==> src/rtl/alu_rr_pkg.sv <==
// rtl/alu_rr_pkg.sv - shared ALU function codes, sequencer state encoding and stats width
package alu_rr_pkg;

    localparam logic [3:0] ALU_ADD = 4'd0;
    localparam logic [3:0] ALU_SUB = 4'd1;
    localparam logic [3:0] ALU_AND = 4'd2;
    localparam logic [3:0] ALU_OR  = 4'd3;
    localparam logic [3:0] ALU_NOR = 4'd4;
    localparam logic [3:0] ALU_XOR = 4'd5;
    localparam logic [3:0] ALU_SLT = 4'd6;
    localparam logic [3:0] ALU_LUI = 4'd7;
    localparam logic [3:0] ALU_SGE = 4'd8;

    typedef enum logic {
        IDLE = 1'b0,
        HOLD = 1'b1
    } state_t;

    localparam int STAT_W = 16;

endpackage

==> src/rtl/alu.sv <==
// rtl/alu.sv - combinational ALU; unknown function codes produce zero
module alu
    import alu_rr_pkg::*;
#(
    parameter int size = 32
) (
    input  logic [size-1:0] a,
    input  logic [size-1:0] b,
    input  logic [3:0]      func,
    output logic [size-1:0] result
);

    always_comb begin
        result = '0;
        case (func)
            ALU_ADD: result = a + b;
            ALU_SUB: result = a - b;
            ALU_AND: result = a & b;
            ALU_OR:  result = a | b;
            ALU_NOR: result = ~(a | b);
            ALU_XOR: result = a ^ b;
            ALU_SLT: result = (a < b) ? size'(1) : '0;
            ALU_LUI: result = b << 16;
            ALU_SGE: result = (a >= b) ? size'(1) : '0;
            default: result = '0;
        endcase
    end

endmodule

==> src/rtl/rr_pick.sv <==
// rtl/rr_pick.sv - combinational round-robin pick starting at ptr; one-hot grant plus index
module rr_pick #(
    parameter int NUM_REQ = 4,
    parameter int ID_W    = 2
) (
    input  logic [NUM_REQ-1:0] req,
    input  logic [ID_W-1:0]    ptr,
    output logic [NUM_REQ-1:0] grant,
    output logic [ID_W-1:0]    grant_idx,
    output logic               any
);

    logic            hi_found;
    logic [ID_W-1:0] hi_idx;
    logic [ID_W-1:0] lo_idx;

    // Descending scans leave the lowest matching index: first at/after ptr, else first overall.
    always_comb begin
        hi_found = 1'b0;
        hi_idx   = '0;
        lo_idx   = '0;
        for (int i = NUM_REQ - 1; i >= 0; i--) begin
            if (req[i]) begin
                lo_idx = ID_W'(i);
                if (ID_W'(i) >= ptr) begin
                    hi_found = 1'b1;
                    hi_idx   = ID_W'(i);
                end
            end
        end
    end

    always_comb begin
        any       = |req;
        grant_idx = hi_found ? hi_idx : lo_idx;
        grant     = any ? (NUM_REQ'(1) << grant_idx) : '0;
    end

endmodule

==> src/rtl/alu_rr_sequencer.sv <==
// rtl/alu_rr_sequencer.sv - round-robin sharing of one ALU with registered response; ALU_RR_STATS_EN adds grant counters
module alu_rr_sequencer
    import alu_rr_pkg::*;
#(
    parameter int NUM_REQ = 4,
    parameter int SIZE    = 32,
    parameter int ID_W    = 2
) (
    input  logic                   clk,
    input  logic                   rst_n,
    input  logic [NUM_REQ-1:0]     req_valid,
    output logic [NUM_REQ-1:0]     req_ready,
    input  logic [NUM_REQ*SIZE-1:0] req_a,
    input  logic [NUM_REQ*SIZE-1:0] req_b,
    input  logic [NUM_REQ*4-1:0]   req_func,
    output logic                   resp_valid,
    input  logic                   resp_ready,
    output logic [SIZE-1:0]        resp_data,
    output logic                   resp_zero,
    output logic [ID_W-1:0]        resp_id
`ifdef ALU_RR_STATS_EN
    ,
    input  logic                   stats_clr,
    output logic [NUM_REQ*STAT_W-1:0] grant_cnt
`endif
);

    state_t              state, state_nxt;
    logic [ID_W-1:0]     ptr;
    logic [NUM_REQ-1:0]  grant;
    logic [ID_W-1:0]     win_idx;
    logic                any_req;
    logic                can_accept;
    logic                accept;

    logic [SIZE-1:0]     a_arr    [NUM_REQ];
    logic [SIZE-1:0]     b_arr    [NUM_REQ];
    logic [3:0]          func_arr [NUM_REQ];
    logic [SIZE-1:0]     alu_result;

    rr_pick #(
        .NUM_REQ (NUM_REQ),
        .ID_W    (ID_W)
    ) u_pick (
        .req       (req_valid),
        .ptr       (ptr),
        .grant     (grant),
        .grant_idx (win_idx),
        .any       (any_req)
    );

    always_comb begin
        for (int i = 0; i < NUM_REQ; i++) begin
            a_arr[i]    = req_a[i*SIZE +: SIZE];
            b_arr[i]    = req_b[i*SIZE +: SIZE];
            func_arr[i] = req_func[i*4 +: 4];
        end
    end

    alu #(
        .size (SIZE)
    ) u_alu (
        .a      (a_arr[win_idx]),
        .b      (b_arr[win_idx]),
        .func   (func_arr[win_idx]),
        .result (alu_result)
    );

    // rst_n gating keeps req_ready low while reset is held.
    assign can_accept = rst_n & ((state == IDLE) | resp_ready);
    assign accept     = any_req & can_accept;

    always_ff @(posedge clk or negedge rst_n) begin
        if (!rst_n) begin
            state <= IDLE;
        end else begin
            state <= state_nxt;
        end
    end

    always_comb begin
        state_nxt = state;
        case (state)
            IDLE:    state_nxt = accept ? HOLD : IDLE;
            HOLD:    if (resp_ready) state_nxt = accept ? HOLD : IDLE;
            default: state_nxt = IDLE;
        endcase
    end

    always_comb begin
        resp_valid = (state == HOLD);
        req_ready  = grant & {NUM_REQ{can_accept}};
    end

    always_ff @(posedge clk or negedge rst_n) begin
        if (!rst_n) begin
            resp_data <= '0;
            resp_zero <= 1'b0;
            resp_id   <= '0;
            ptr       <= '0;
        end else if (accept) begin
            resp_data <= alu_result;
            resp_zero <= (alu_result == '0);
            resp_id   <= win_idx;
            ptr       <= (win_idx == ID_W'(NUM_REQ - 1)) ? '0 : win_idx + 1'b1;
        end
    end

`ifdef ALU_RR_STATS_EN
    logic [NUM_REQ-1:0][STAT_W-1:0] cnt;

    always_ff @(posedge clk or negedge rst_n) begin
        if (!rst_n) begin
            cnt <= '0;
        end else if (stats_clr) begin
            cnt <= '0;
        end else if (accept) begin
            for (int i = 0; i < NUM_REQ; i++) begin
                if (win_idx == ID_W'(i) && cnt[i] != {STAT_W{1'b1}}) begin
                    cnt[i] <= cnt[i] + 1'b1;
                end
            end
        end
    end

    assign grant_cnt = cnt;
`endif

endmodule

==> config.mk <==
export PLATFORM = sky130hd
export DESIGN_NAME = alu_rr_sequencer
export DESIGN_NICKNAME = d
export VERILOG_FILES = /design/src/rtl/alu_rr_pkg.sv /design/src/rtl/alu.sv /design/src/rtl/rr_pick.sv /design/src/rtl/alu_rr_sequencer.sv
export SDC_FILE = /design/constraint.sdc
export NUM_CORES = 1
export LEC_CHECK = 0
export ABC_AREA = 1
export ABC_CLOCK_PERIOD_IN_PS = 7090
export CORE_ASPECT_RATIO = 1.4
export CORE_UTILIZATION = 53
export DETAILED_ROUTE_END_ITERATION = 7
export PLACE_DENSITY = 0.92
export SETUP_SLACK_MARGIN = 0.02
export SLEW_MARGIN = 20
export SYNTH_ARGS = -nofsm -noshare
export SYNTH_HDL_FRONTEND = slang
export SYNTH_HIERARCHICAL = 1
export SYNTH_SLANG_ARGS = --single-unit
==> constraint.sdc <==
create_clock -name clk -period 7.09 [get_ports clk]
set_clock_uncertainty 0.2 [all_clocks]
set_input_delay 0.709 -clock clk [delete_from_list [all_inputs] [get_ports clk]]
set_output_delay 0.709 -clock clk [all_outputs]
set_load 0.05 [all_outputs]
Yosys cells after proc, flatten, opt, wreduce, memory -nomap -nowiden
Index checks and enable logic that the tools add are counted.
{"block": "totals", "ff_bits": 38}
{"block": "op_classes", "magnitude_cmp": 7, "n_bitwise": 10, "addsub": 3, "shifts": 1, "reduce_logical": 3, "eq_ne": 9, "mux": 38}
{"operator": "case mux 32 bit (9 select lines)", "count": 1}
{"operator": "binary-select mux 32 bit (select 2 bit)", "count": 2}
{"operator": "2-to-1 mux 32 bit", "count": 4}
{"operator": "adder 32 bit", "count": 1}
{"operator": "bitwise AND 32 bit", "count": 1}
{"operator": "greater-or-equal comparator 32 bit", "count": 1}
{"operator": "logical NOT 32 bit", "count": 1}
{"operator": "less-than comparator 32 bit", "count": 1}
{"operator": "NOT 32 bit", "count": 1}
{"operator": "OR 32 bit", "count": 1}
{"operator": "subtractor 32 bit", "count": 1}
{"operator": "bitwise XOR 32 bit", "count": 1}
{"operator": "2-to-1 mux 2 bit", "count": 14}
{"operator": "== test 4 x 3 -> 1 bit (second input constant)", "count": 4}
{"operator": "2-to-1 mux 1 bit", "count": 12}
{"operator": "2-to-1 mux 4 bit", "count": 3}
{"operator": "binary-select mux 4 bit (select 2 bit)", "count": 1}
{"operator": "== test 4 x 2 -> 1 bit (second input constant)", "count": 2}
{"operator": "bitwise AND 4 bit", "count": 1}
{"operator": "== test 4 x 1 -> 1 bit (second input constant)", "count": 1}
{"operator": "== test 4 bit (second input constant)", "count": 1}
{"operator": "greater-or-equal comparator 1 x 2 -> 1 bit (first input constant)", "count": 2}
{"operator": "greater-or-equal comparator 2 bit (first input constant)", "count": 2}
{"operator": "logical NOT 4 bit", "count": 1}
{"operator": "10 further kinds", "count": 11}

Logic depth before layout (Yosys ltp)
{"block": "depth", "ltp_word": 18, "mapped_depth": 34}

By module
The synthesis kept the hierarchy.
{"module": "alu", "n_inst": 1, "cells_each": 1301, "seq_area_each_um2": 0.0, "area_per_inst_um2": 6631.4}
{"module": "alu_rr_sequencer", "n_inst": 1, "cells_each": 581, "seq_area_each_um2": 950.9, "area_per_inst_um2": 3549.7}
{"module": "rr_pick", "n_inst": 1, "cells_each": 33, "seq_area_each_um2": 0.0, "area_per_inst_um2": 146.4}

Worst setup path before layout
No wires, ideal clock.
{"block": "synth_timing", "kind": "input to register", "startpoint": "input port req_valid[0]", "endpoint": "register resp_zero", "stages": 32, "n_path_buf": 3, "setup_slack_ps": 3029, "arrival_ps": 3783, "t_required_ps": 6812, "setup_ps": 78, "cell_sequence": "nand3_1 nand2_1 inv_2 nand3_2 nand2_2 inv_1 buf_6 inv_4 buf_8 buf_6 nor2_1 o22ai_1 ha_1 inv_1 fa_1 inv_1 nand3_1 nand3_1 nand2_1 nand2_1 nand2_1 nand2_2 nand2_1 nand2_1 nand2_1 nand3_1 nand3_1 nor2_1 nand2_1 nor2_1 nand2_1 o21bai_1"}
{"block": "synth_via", "elab_chain_cells": 10, "elab_cells_between_ends": 37, "classes_between": "add/sub: 2; order compare: 2; eq/ne: 8; mux: 16; bitwise: 6; reduce/logical: 3"}
{"element": "start: declaration", "line": "alu_rr_sequencer.sv:11", "rtl": "input logic [NUM_REQ-1:0] req_valid,"}
{"element": "2-to-1 mux 2 bit / 2-to-1 mux 1 bit (equally long branches)", "line": "rr_pick.sv:23", "rtl": "if (req[i]) begin"}
{"element": "2-to-1 mux 2 bit (*)", "line": "rr_pick.sv:35", "rtl": "grant_idx = hi_found ? hi_idx : lo_idx;"}
{"element": "named net win_idx[0]", "line": "alu_rr_sequencer.sv:31", "rtl": "logic [ID_W-1:0] win_idx;"}
{"element": "NOT 2 -> 3 bit (not written as such) (*)", "line": "alu_rr_sequencer.sv:63, alu_rr_sequencer.sv:64, alu_rr_sequencer.sv:65"}
{"element": "parallel branches: the longest is 5 deep, another holds subtractor 32 bit"}
{"element": "case mux 32 bit (9 select lines) (*)", "line": "alu.sv:15", "rtl": "case (func)"}
{"element": "named net alu_result[28]", "line": "alu_rr_sequencer.sv:39", "rtl": "logic [SIZE-1:0] alu_result;"}
{"element": "logical NOT 32 bit (*)", "line": "alu_rr_sequencer.sv:103", "rtl": "resp_zero <= (alu_result == '0);"}
{"element": "end signal: assignment", "line": "alu_rr_sequencer.sv:103"}
{"element": "end: declaration", "line": "alu_rr_sequencer.sv:19", "rtl": "output logic resp_zero,"}
Mark *: on every way through the listed nets, which the timed path passes. The select of a mux whose other input is x is not followed.
A chain may end at the register's enable or synchronous reset.

Worst setup path after layout
{"block": "layout_timing", "startpoint": "input port req_valid[2]", "endpoint": "register resp_zero"}
{"block": "layout_via", "elab_chain_cells": 14, "elab_cells_between_ends": 47, "classes_between": "add/sub: 2; order compare: 2; eq/ne: 8; mux: 26; bitwise: 6; reduce/logical: 3"}
{"element": "2-to-1 mux 2 bit / 2-to-1 mux 1 bit (equally long branches)", "line": "rr_pick.sv:23"}
{"element": "2-to-1 mux 2 bit / 2-to-1 mux 1 bit (equally long branches)", "line": "rr_pick.sv:25", "rtl": "if (ID_W'(i) >= ptr) begin"}
{"element": "2-to-1 mux 2 bit / 2-to-1 mux 1 bit (equally long branches)", "line": "rr_pick.sv:23"}
{"element": "2-to-1 mux 2 bit / 2-to-1 mux 1 bit (equally long branches)", "line": "rr_pick.sv:25"}
{"element": "2-to-1 mux 2 bit / 2-to-1 mux 1 bit (equally long branches)", "line": "rr_pick.sv:23"}
{"element": "2-to-1 mux 2 bit (*)", "line": "rr_pick.sv:35"}
{"element": "named net win_idx[0]", "line": "alu_rr_sequencer.sv:31"}
{"element": "NOT 2 -> 3 bit (not written as such) (*)", "line": "alu_rr_sequencer.sv:63, alu_rr_sequencer.sv:64, alu_rr_sequencer.sv:65"}
{"element": "binary-select mux 32 bit (select 2 bit) (on tied branches)", "line": "alu_rr_sequencer.sv:63, alu_rr_sequencer.sv:64"}
{"element": "2-to-1 mux 32 bit (on tied branches) (2 in series)", "line": "alu_rr_sequencer.sv:63, alu_rr_sequencer.sv:64"}
{"element": "greater-or-equal comparator 32 bit (tied with other cells)", "line": "alu.sv:24", "rtl": "ALU_SGE: result = (a >= b) ? size'(1) : '0;"}
{"element": "2-to-1 mux 1 bit (tied with other cells)", "line": "alu.sv:24"}
{"element": "case mux 32 bit (9 select lines) (*)", "line": "alu.sv:15"}
{"element": "named net alu_result[0]", "line": "alu_rr_sequencer.sv:39"}
{"element": "logical NOT 32 bit (*)", "line": "alu_rr_sequencer.sv:103"}
Mark *: on every way through the listed nets, which the timed path passes. The rest lies on a longest branch. The select of a mux whose other input is x is not followed.

==> impl_results.md <==
* Footprint of the multi-input gates at 7600 sq um
* Yosys top cell area share at 0.171
* Max Fclk at approximately 160 MHz
* DP Wirelength at 36.4 mm
* Post-cts hold buffer count at 0
* CTS tree: built
* Die width at between 100 and 150 um
* I/O pin cnt at 319
* Synthesized flop and latch total at 38
* Max-slew violations at 0
* Largest cells by area after synthesis: nand2_1 (17%), ha_1 (12%), inv_1 (11%), nor2_1 (9.4%), dfrtp_1 (9.2%)
* Final antenna-violating net count at 0
* Average cell area after synthesis at 5.39 sq um
* Clock buffer depth at 2
* FF-to-FF End: resp_zero
* Setup crit start: req_valid[2]
* Synth cell types at 43
* Hold Vio Cnt, Final at 0
* Core box area at about 19000 sq um
* CTS clk-pin slew, worst paths at about 0.050 ns
* Die ar. at ~20000 sq um
* Status: finished, final reports clean
* WL/cell at 18.8 um
* FF/Latch Area at ~950 sq um
* Crit path required time at approximately 7 ns
* WL final at 45.4 mm
* Measured slew at the worst slew-check pin at approximately 0.88 ns
* FF-to-FF setup slack at 1.24 ns
* Post-CTS setup buffers at 0
* Dominant synthesized flop cell: dfrtp_1
* Crit Path Max Fanout at 74
* Synthesized area at 10300 sq um
* Top layer reached by signal wires: met4
* Number of DRC markers in iteration 0 at 1813
* Pin count of the biggest net entering global routing at 97
* Cts bufs inserted at 5
* Fraction of layout cells with a size suffix above 1 at 0.0320
* Worst reg2reg path startpoint: ptr[1]
* Critical Path End: resp_zero
* RD Place Congestion at 1.10
* Crit path kind: in -> reg
* Vias per std cell at 5.94
* Syn nets at 2294
* Routed wl met3 at between 5 and 6 mm
* RSZ-0062 raised after global routing: no
* Gr usage total at 0.444
* Worst endpoint data arrival time at about 6.3 ns
* Met1 WL at 16.1 mm
* CTS root buf: clkbuf_16
* Critical path startpoint category: input port
* Worst r2r path cells at 27
* FFs w/ async S/R, synth at 1.00
* Vias in the first global route at 13.4k
* Hold Crit Start: resp_data[3]
* Met2 WL at 20.5 mm
* Post-route DRC at 0
* CTS H-tree depth at 2
* HP Class: reg -> reg
* Final #Nets at 2537
* Worst-Skew Late Latency at 0.29 ns
* Fill cells at around 1.7k
* Chip Height at 167 um
* Max-Cap Viols at 0
* Final setup fails at 0
* Final min period at ~6.3 ns
* Port bufs at 318
* First-pass GRT wire length at roughly 70 mm
* Cell type with the largest total area after synthesis: nand2_1
* Clk sinks at 38
* Relative slew slack at 0.412
* Cts repair resizes at 0
* Fin crit share at 0.888
* Vias at 14.3k
* Number of synthesized flops with an enable pin at 0
* Setup crit end kind: flip-flop
* Initial DRT Pass Iterations at 6
* Starting Density at 0.539
* Initial antenna violation count at 2
* Cells after Synth at 1915
* Rows at 60
* Sequential area share after synthesis at 0.0921
* Fin Setup TNS at 0 ns
* Remaining global-route overflow at 0
* Syn. warnings at 6
* Synth-to-Final Area Change at 30.7%
[layout by cell type, fill, tap and decap left out, drive strengths merged]
cell / instances
nand4: 20
inv: 308
fa: 2
nand2: 487
o221ai: 4
nor3: 9
nand3b: 1
nor4: 5
o21bai: 6
o21a: 2
bufinv: 1
a21oi: 70
clkinv: 2
a211oi: 15
and2: 2
a221oi: 6
nor2: 271
clkbuf: 7
clkdlybuf4s50: 317
buf: 12
o21ai: 221
and3: 4
ha: 98
nand3: 152
o22ai: 94
o211ai: 4
dfrtp: 38
a31oi: 1
diode: 2
[metal layers]
layer  GRT usage  vias to the layer above
met5      0.0100                        -
met4       0.273                        0
met3      0.0899                      231
met2       0.729                     1092
met1       0.523                     6302
li1            -                     6688
[cells in the mapped netlist, types with 18 or more instances]
cell / number
a21oi_1: 68
buf_2: 39
buf_6: 18
dfrtp_1: 38
ha_1: 98
inv_1: 297
nand2_1: 470
nand3_1: 150
nand4_1: 19
nor2_1: 259
o21ai_0: 153
o21ai_1: 68
o22ai_1: 94
[cell type report]
type	instances	share of cell area
tap	248	0.0230
sequential	38	0.0705
timing repair buffer	329	0.244
multi-input combinational	1474	0.563
inverter	310	0.0865
antenna	2	0.000371
clock buffer	7	0.00983
clock inverter	1	0.00223
[registers in the layout, summed over array words and instances (netlist names)]
signal and cells:
resp_data 32, resp_id 2, resp_zero 1, ptr 2
resp_valid 1
[worst min-delay path by stage]
| stage | slack (ns) | cells past startpoint | to |
|---|---|---|---|
| final | 0.28 | 2 | resp_data[3] |
| after detailed placement | 0.26 | 2 | resp_data[7] |
| after floorplan | 0.21 | 0 | ptr[0] |
| after CTS | 0.28 | 2 | resp_data[3] |
| after global routing | 0.30 | 2 | resp_data[26] |
| after global placement | 0.26 | 2 | resp_data[12] |
[critical path, cell delays in order]
cell and delay [ns]:
clkdlybuf4s50_1 0.53, nand2_1 0.11, a21oi_1 0.19, nor2_2 0.08
nand2_2 0.10, clkinv_2 0.10, inv_4 0.39, buf_12 0.35
nor2_1 0.08, o22ai_1 0.29, inv_1 0.08, ha_1 0.51
inv_1 0.19, a21oi_1 0.40, nand2_1 0.17, nand2_1 0.12
nand2_1 0.08, a21oi_1 0.43, nand3_1 0.14, nand2_1 0.08
inv_1 0.05, a21oi_2 0.36, nor2_1 0.07, nand2_1 0.23
nor2_1 0.08, nand3_1 0.18, o21bai_1 0.08
[stage by stage]
step	utilization	std cells	setup slack [ns]	area, sq um	hold WS [ns]
2_1_floorplan	-	1915	3.03	10300	0.213
3_3_place_gp	0.696	2399	1.22	13300	0.262
3_5_place_dp	0.696	2399	1.17	13300	0.264
4_1_cts	0.705	2407	1.46	13500	0.280
5_1_grt	0.705	2408	0.503	13500	0.297
6_report	0.705	2409	0.796	13500	0.276
[cell families (layout without fill, tap and decap cells)]
kind of cell    count (synthesis)  after routing  share of synthesized area
flops                          38             38                     0.0921
buf+inv                       403            647                      0.172
compound gates                423            423                      0.227
other cells                     0              2                          0
simple gates                  951            951                      0.386
fa+ha+maj                     100            100                      0.123
Power is not shown: default switching activity piles up to over one toggle a cycle in this logic, so the estimate is an artifact.
